==> src/rtl/stream_mux_rr.sv <==
// N:1 valid/ready stream mux with one registered output stage; fixed-select or round-robin mode.
// Optional packet lock (grant held until in_last) enabled by defining STREAM_MUX_PKT_LOCK_EN.
module stream_mux_rr #(
  parameter int unsigned NUM_IN = 5,
  parameter int unsigned DATA_W = 64,
  localparam int unsigned SEL_W = $clog2(NUM_IN)
) (
  input  logic                     clk,
  input  logic                     rst_n,
  input  logic                     mode_rr,
  input  logic [SEL_W-1:0]         sel,
  input  logic [NUM_IN-1:0]        in_valid,
  input  logic [NUM_IN-1:0]        in_last,
  input  logic [NUM_IN*DATA_W-1:0] in_data,
  output logic [NUM_IN-1:0]        in_ready,
  output logic                     out_valid,
  output logic                     out_last,
  output logic [DATA_W-1:0]        out_data,
  output logic [SEL_W-1:0]         out_src,
  input  logic                     out_ready,
  output logic                     err_sel
);

  // One extra bit so rr_ptr + offset and the NUM_IN bound never overflow.
  localparam int unsigned IDX_W = SEL_W + 1;
  localparam logic [IDX_W-1:0] NUM_IN_I = IDX_W'(NUM_IN);
  localparam logic [SEL_W-1:0] LAST_IDX = SEL_W'(NUM_IN - 1);

  logic [DATA_W-1:0] chan_data [NUM_IN];

  logic [SEL_W-1:0] rr_ptr;
  logic [SEL_W-1:0] rr_ptr_nxt;

  logic             load_en_c;
  logic             sel_in_range_c;
  logic             sel_bad_c;
  logic             fix_vld_c;
  logic             rr_vld_c;
  logic [SEL_W-1:0] rr_idx_c;
  logic [IDX_W-1:0] cand_c;
  logic             grant_vld_c;
  logic [SEL_W-1:0] grant_c;
  logic             xfer_c;
  logic             locked_c;
  logic [SEL_W-1:0] lock_idx_c;

  for (genvar i = 0; i < NUM_IN; i++) begin : g_chan
    assign chan_data[i] = in_data[i*DATA_W +: DATA_W];
  end

  assign load_en_c      = !out_valid || out_ready;
  assign sel_in_range_c = ({1'b0, sel} < NUM_IN_I);
  assign sel_bad_c      = !mode_rr && !sel_in_range_c;
  assign fix_vld_c      = sel_in_range_c && in_valid[sel];

`ifdef STREAM_MUX_PKT_LOCK_EN
  typedef enum logic {
    IDLE   = 1'b0,
    LOCKED = 1'b1
  } state_t;

  state_t           state;
  state_t           state_nxt;
  logic [SEL_W-1:0] lock_idx;
  logic [SEL_W-1:0] lock_idx_nxt;

  always_ff @(posedge clk or negedge rst_n) begin
    if (!rst_n) begin
      state    <= IDLE;
      lock_idx <= '0;
    end else begin
      state    <= state_nxt;
      lock_idx <= lock_idx_nxt;
    end
  end

  // Lock onto a channel at the first non-final beat; release on its final beat.
  always_comb begin
    state_nxt    = state;
    lock_idx_nxt = lock_idx;
    case (state)
      IDLE: begin
        if (xfer_c && !in_last[grant_c]) begin
          state_nxt    = LOCKED;
          lock_idx_nxt = grant_c;
        end
      end
      LOCKED: begin
        if (xfer_c && in_last[grant_c]) begin
          state_nxt = IDLE;
        end
      end
      default: state_nxt = IDLE;
    endcase
  end

  assign locked_c   = (state == LOCKED);
  assign lock_idx_c = lock_idx;
`else
  assign locked_c   = 1'b0;
  assign lock_idx_c = '0;
`endif

  // Round-robin search: first valid channel starting at rr_ptr, wrapping at NUM_IN-1.
  always_comb begin
    rr_vld_c = 1'b0;
    rr_idx_c = '0;
    cand_c   = '0;
    for (int unsigned k = 0; k < NUM_IN; k++) begin
      cand_c = {1'b0, rr_ptr} + IDX_W'(k);
      if (cand_c >= NUM_IN_I) begin
        cand_c = cand_c - NUM_IN_I;
      end
      if (!rr_vld_c && in_valid[cand_c[SEL_W-1:0]]) begin
        rr_vld_c = 1'b1;
        rr_idx_c = cand_c[SEL_W-1:0];
      end
    end
  end

  always_comb begin
    grant_vld_c = 1'b0;
    grant_c     = '0;
    if (locked_c) begin
      grant_vld_c = in_valid[lock_idx_c];
      grant_c     = lock_idx_c;
    end else if (mode_rr) begin
      grant_vld_c = rr_vld_c;
      grant_c     = rr_idx_c;
    end else begin
      grant_vld_c = fix_vld_c;
      grant_c     = sel;
    end
  end

  assign xfer_c = grant_vld_c && load_en_c;

  always_comb begin
    in_ready = '0;
    for (int unsigned i = 0; i < NUM_IN; i++) begin
      in_ready[i] = xfer_c && (grant_c == SEL_W'(i));
    end
  end

  // Pointer moves past the granted channel on RR or locked transfers only.
  always_comb begin
    rr_ptr_nxt = rr_ptr;
    if (xfer_c && (mode_rr || locked_c)) begin
      rr_ptr_nxt = (grant_c == LAST_IDX) ? '0 : grant_c + SEL_W'(1);
    end
  end

  always_ff @(posedge clk or negedge rst_n) begin
    if (!rst_n) begin
      out_valid <= 1'b0;
      out_last  <= 1'b0;
      out_data  <= '0;
      out_src   <= '0;
      err_sel   <= 1'b0;
      rr_ptr    <= '0;
    end else begin
      err_sel <= sel_bad_c;
      rr_ptr  <= rr_ptr_nxt;
      if (load_en_c) begin
        out_valid <= xfer_c;
        if (xfer_c) begin
          out_data <= chan_data[grant_c];
          out_last <= in_last[grant_c];
          out_src  <= grant_c;
        end
      end
    end
  end

endmodule

==> config.mk <==
export PLATFORM = sky130hd
export DESIGN_NAME = stream_mux_rr
export DESIGN_NICKNAME = d
export VERILOG_FILES = /design/src/rtl/stream_mux_rr.sv
export SDC_FILE = /design/constraint.sdc
export NUM_CORES = 1
export LEC_CHECK = 0
export ABC_AREA = 1
export BUFFER_PORTS_ARGS = -buffer_cell sky130_fd_sc_hd__buf_2
export CAP_MARGIN = 40
export CORE_AREA = 2 2 158 160
export DETAILED_ROUTE_END_ITERATION = 10
export DIE_AREA = 0 0 160 162
export PLACE_DENSITY = 0.59
export REMOVE_ABC_BUFFERS = 1
export SLEW_MARGIN = 20
export SYNTH_ARGS = -nofsm -noshare
export SYNTH_HDL_FRONTEND = slang
export SYNTH_SLANG_ARGS = --single-unit
==> constraint.sdc <==
create_clock -name clk -period 4.38 [get_ports clk]
set_input_delay 0.657 -clock clk [delete_from_list [all_inputs] [get_ports clk]]
set_output_delay 0.657 -clock clk [all_outputs]
set_load 0.03 [all_outputs]
==> metrics.cfg <==
[outcome]
status=finished clean

[layout]
layout_common_cells=554 x nand2_1, 408 x buf_2, 188 x nand3_1
finish.net_count=2001
final_layout_size_suffix_gt1_share_pct=31.2
most_common_cell_after_layout_fill_and_taps_aside=nand2_1
syn_to_final_growth_pct=35.1
layout.core_utilization_pct=40.9

[detailed_routing]
drt.antenna.violating_nets=0
wire_per_inst_um=15.3
drt_pass1_iterations=5
routed_wl_um=30300
avgViaCountPerCell=4.78
dr_total_vias=9479
remaining_drc_errors=0
detailedRoute.firstIterationViolations=633

[pwr]
ratio_of_total_power_to_cell_area_mw_per_mm2=971
post-layout-total-power_uw=9570
ir_drop_mv=0.722
power.share.clock_pct=8.1
power.switching_uw=5790
power.leakage_uw=0.00582
pwr-share-seq_pct=12.7
internal_power_uw=3780
power.switching_fraction_pct=60.5
power.share.combinational_pct=79.2

[synthesis]
postSynth.topFlopCell=dfrtp_1
synth_warnings=0
ys_async_sr_fraction_pct=100
synthDominantCellAreaShare_pct=28.8
seq_area_frac_synth_pct=25.0
synth-edff-count=0
postSynthRegisterBits=73
netlist_area_mm2=0.00729
post-synth-top-area-cell=nand2_1
post_synth_num_cell_types=40
postSynthCellCount=1293
leading_post_synthesis_cells_by_cell_area=nand2_1 29%, dfrtp_1 25%, nand3_1 13%
synthesized_area_per_cell_um2=5.64

[placement]
dp.final_hpwl_um=23000
globalplace.congestion=0.929
buffer_ports.inserted=411

[sta]
total_negative_setup_slack_ns=0
finalClockSkew_ns=0.00667
clock.fmax_ghz=0.242
rsz0062_at_grt=no
transition_time_at_the_pin_with_the_least_slew_margin_ns=0.684
timing.max_slew.rel_slack_pct=54.2
final.hold.worst_slack_ns=0.288
maxSlewViolCount=0
min_period_over_period_pct=94.4
hold_violations=0
final_period_minus_worst_setup_slack_ns=4.13
setup_viol=0

[critical_path]
crit_path_start=rr_ptr[1]$_DFFE_PN0P_
cp_data_required_time_ns=3.72
capture_point_of_the_worst_path=in_ready[3]
worst-endpoint-arrival_ns=3.48
critical_path.most_common_cell=nand2_1
r2r_slack_ns=0.64
worstSetupEndpointType=output pin
slowest_library_cell_on_the_worst_path=dfrtp_2
reg2reg_depth=21
timing.critical_path.slowest_cell_delay_ns=0.46
path_max_fanout=8
worstReg2RegEnd=out_data[35]$_DFFE_PN0P_
worst_setup_path_start_kind=flop
timing.setup.critical_path_class=flop to output pin
timing.critical_path.cells=inv_2 > ha_1 > xnor2_1 > nand2_1 > o21ai_0 > o21ai_1 > a21oi_1 > inv_1 > nor2_2 > nand2_1 > and2_1 > nand2_1 > nand2_4 > nor2_8 > inv_1 > nor2_1 > buf_2
worst_r2r_startpoint=rr_ptr[1]$_DFFE_PN0P_

[grt]
globalRouteTotalUtil_pct=22.7
first_global_vias=8918
grt_max_degree=64
leftover_overflow_at_the_end_of_global_routing=0
grt_antenna_before_repair=1
grt_first_pass_wirelength_um=47100

[cts]
tritoncts_num_sinks=73
cts_root_buf=clkbuf_16
clk_transition_reported_paths_ns=0.06
hold_buffers=0
cts_tree=done
htreeDepth=3
max-clock-path-buffers=2
number_of_buffers_added_by_the_clock_tree_synthesis_step=9
clock_insertion_delay_worst_skew_ns=0.34

[floorplanning]
initial_utilization_pct=30.3
fp.dieW_um=160
io-pin-count=412
fp.dieH_um=162
floorplan.core_area_mm2=0.0241
dieArea_mm2=0.0259
placementRows=57

[worst_hold_path]
min_path_type=input pin to async pin

[flow_run]
maxCapViolCount=0

-- layer usage --
metal	vias to the layer above	track usage, %	part of all wire (%)
li1	4790	-	-
met1	4306	29.0	43
met3	50	4.37	6.1
met4	0	7.29	2.6
met5	-	0	0
met2	333	38.6	48
-- cell type report --
type	count	area, µm²
Timing Repair Buffer	432	2230
Sequential cell	73	1830
Tap cell	324	405
Clock inverter	4	53.8
Fill cell	2758	14200
Antenna cell	1	2.50
Clock buffer	11	243
Inverter	104	393
Multi-Input combinational cell	1035	4700
-- synthesized netlist by cell type (9+ instances only) --
master	instances
nand2_1	559
nand3_1	188
nor2_1	76
dfrtp_1	73
a21oi_1	69
inv_1	69
buf_2	46
o21ai_1	41
or2_2	31
clkinv_1	29
clkbuf_1	22
o21ai_0	14
buf_4	9
-- how the worst min path moves through the flow --
stage                                           to  slack [ns]  depth (start not counted)
after floorplan                  err_sel$_DFF_PN0_        0.36                          0
after global placement      out_src[0]$_DFFE_PN0P_        0.47                          2
after detailed placement    out_src[2]$_DFFE_PN0P_        0.48                          1
after CTS                  out_data[2]$_DFFE_PN0P_        0.29                          1
after global routing       out_data[2]$_DFFE_PN0P_        0.31                          1
final                     out_data[38]$_DFFE_PN0P_        0.29                          1
-- critical path, delay by kind of cell, from the launching register on --
family | cells | cell delay, ns
AND/OR/NAND/NOR | 8 | 0.88
adder cells (fa/ha/maj) | 1 | 0.39
buffers and inverters | 4 | 0.47
flip-flops | 1 | 0.46
XOR/XNOR | 1 | 0.30
AO/OA/AOI/OAI | 3 | 0.62
-- what timing repair did --
item | 4_1_cts | 5_1_grt
endpoints found under the setup margin | 0 | 5
buffers inserted | 0 | 1
gates resized for setup | 0 | 15
-- logic make-up (layout without fill, tap and decap cells) --
family	Yosys count	in the layout	share of synthesized area [%]
AO/OA/AOI/OAI	135	135	9.76
flip-flops	73	73	25.0
other	0	1	0
adder cells (fa/ha/maj)	9	9	1.65
buffers and inverters	185	551	11.1
XOR/XNOR	3	3	0.360
AND/OR/NAND/NOR	888	888	52.1
-- power by group through the flow --
stage	Sequential [µW]	Combinational (µW)	Clock [µW]
after detailed placement	1220	7490	0
after global placement	1210	7470	0
final	1220	7580	772
after floorplan	1840	4580	0
after global routing	1260	8490	821
after CTS	1220	7510	795
-- through the flow --
stage          area, µm²  setup slack, ns  std cells
2_1_floorplan       6880            -1.48       1212
5_1_grt             9860          0.00808       1984
6_report            9860            0.245       1984
4_1_cts             9810           0.0289       1982
3_3_place_gp        9490            0.525       1966
3_5_place_dp        9510            0.413       1967
-- sequential cells by signal, indices dropped and copies added (netlist names) --
| register | cells |
|---|---|
| err_sel | 1 |
| out_last | 1 |
| out_src | 3 |
| rr_ptr | 3 |
| out_data | 64 |
| out_valid | 1 |
Note: power is estimated with default switching activity, not from simulation.
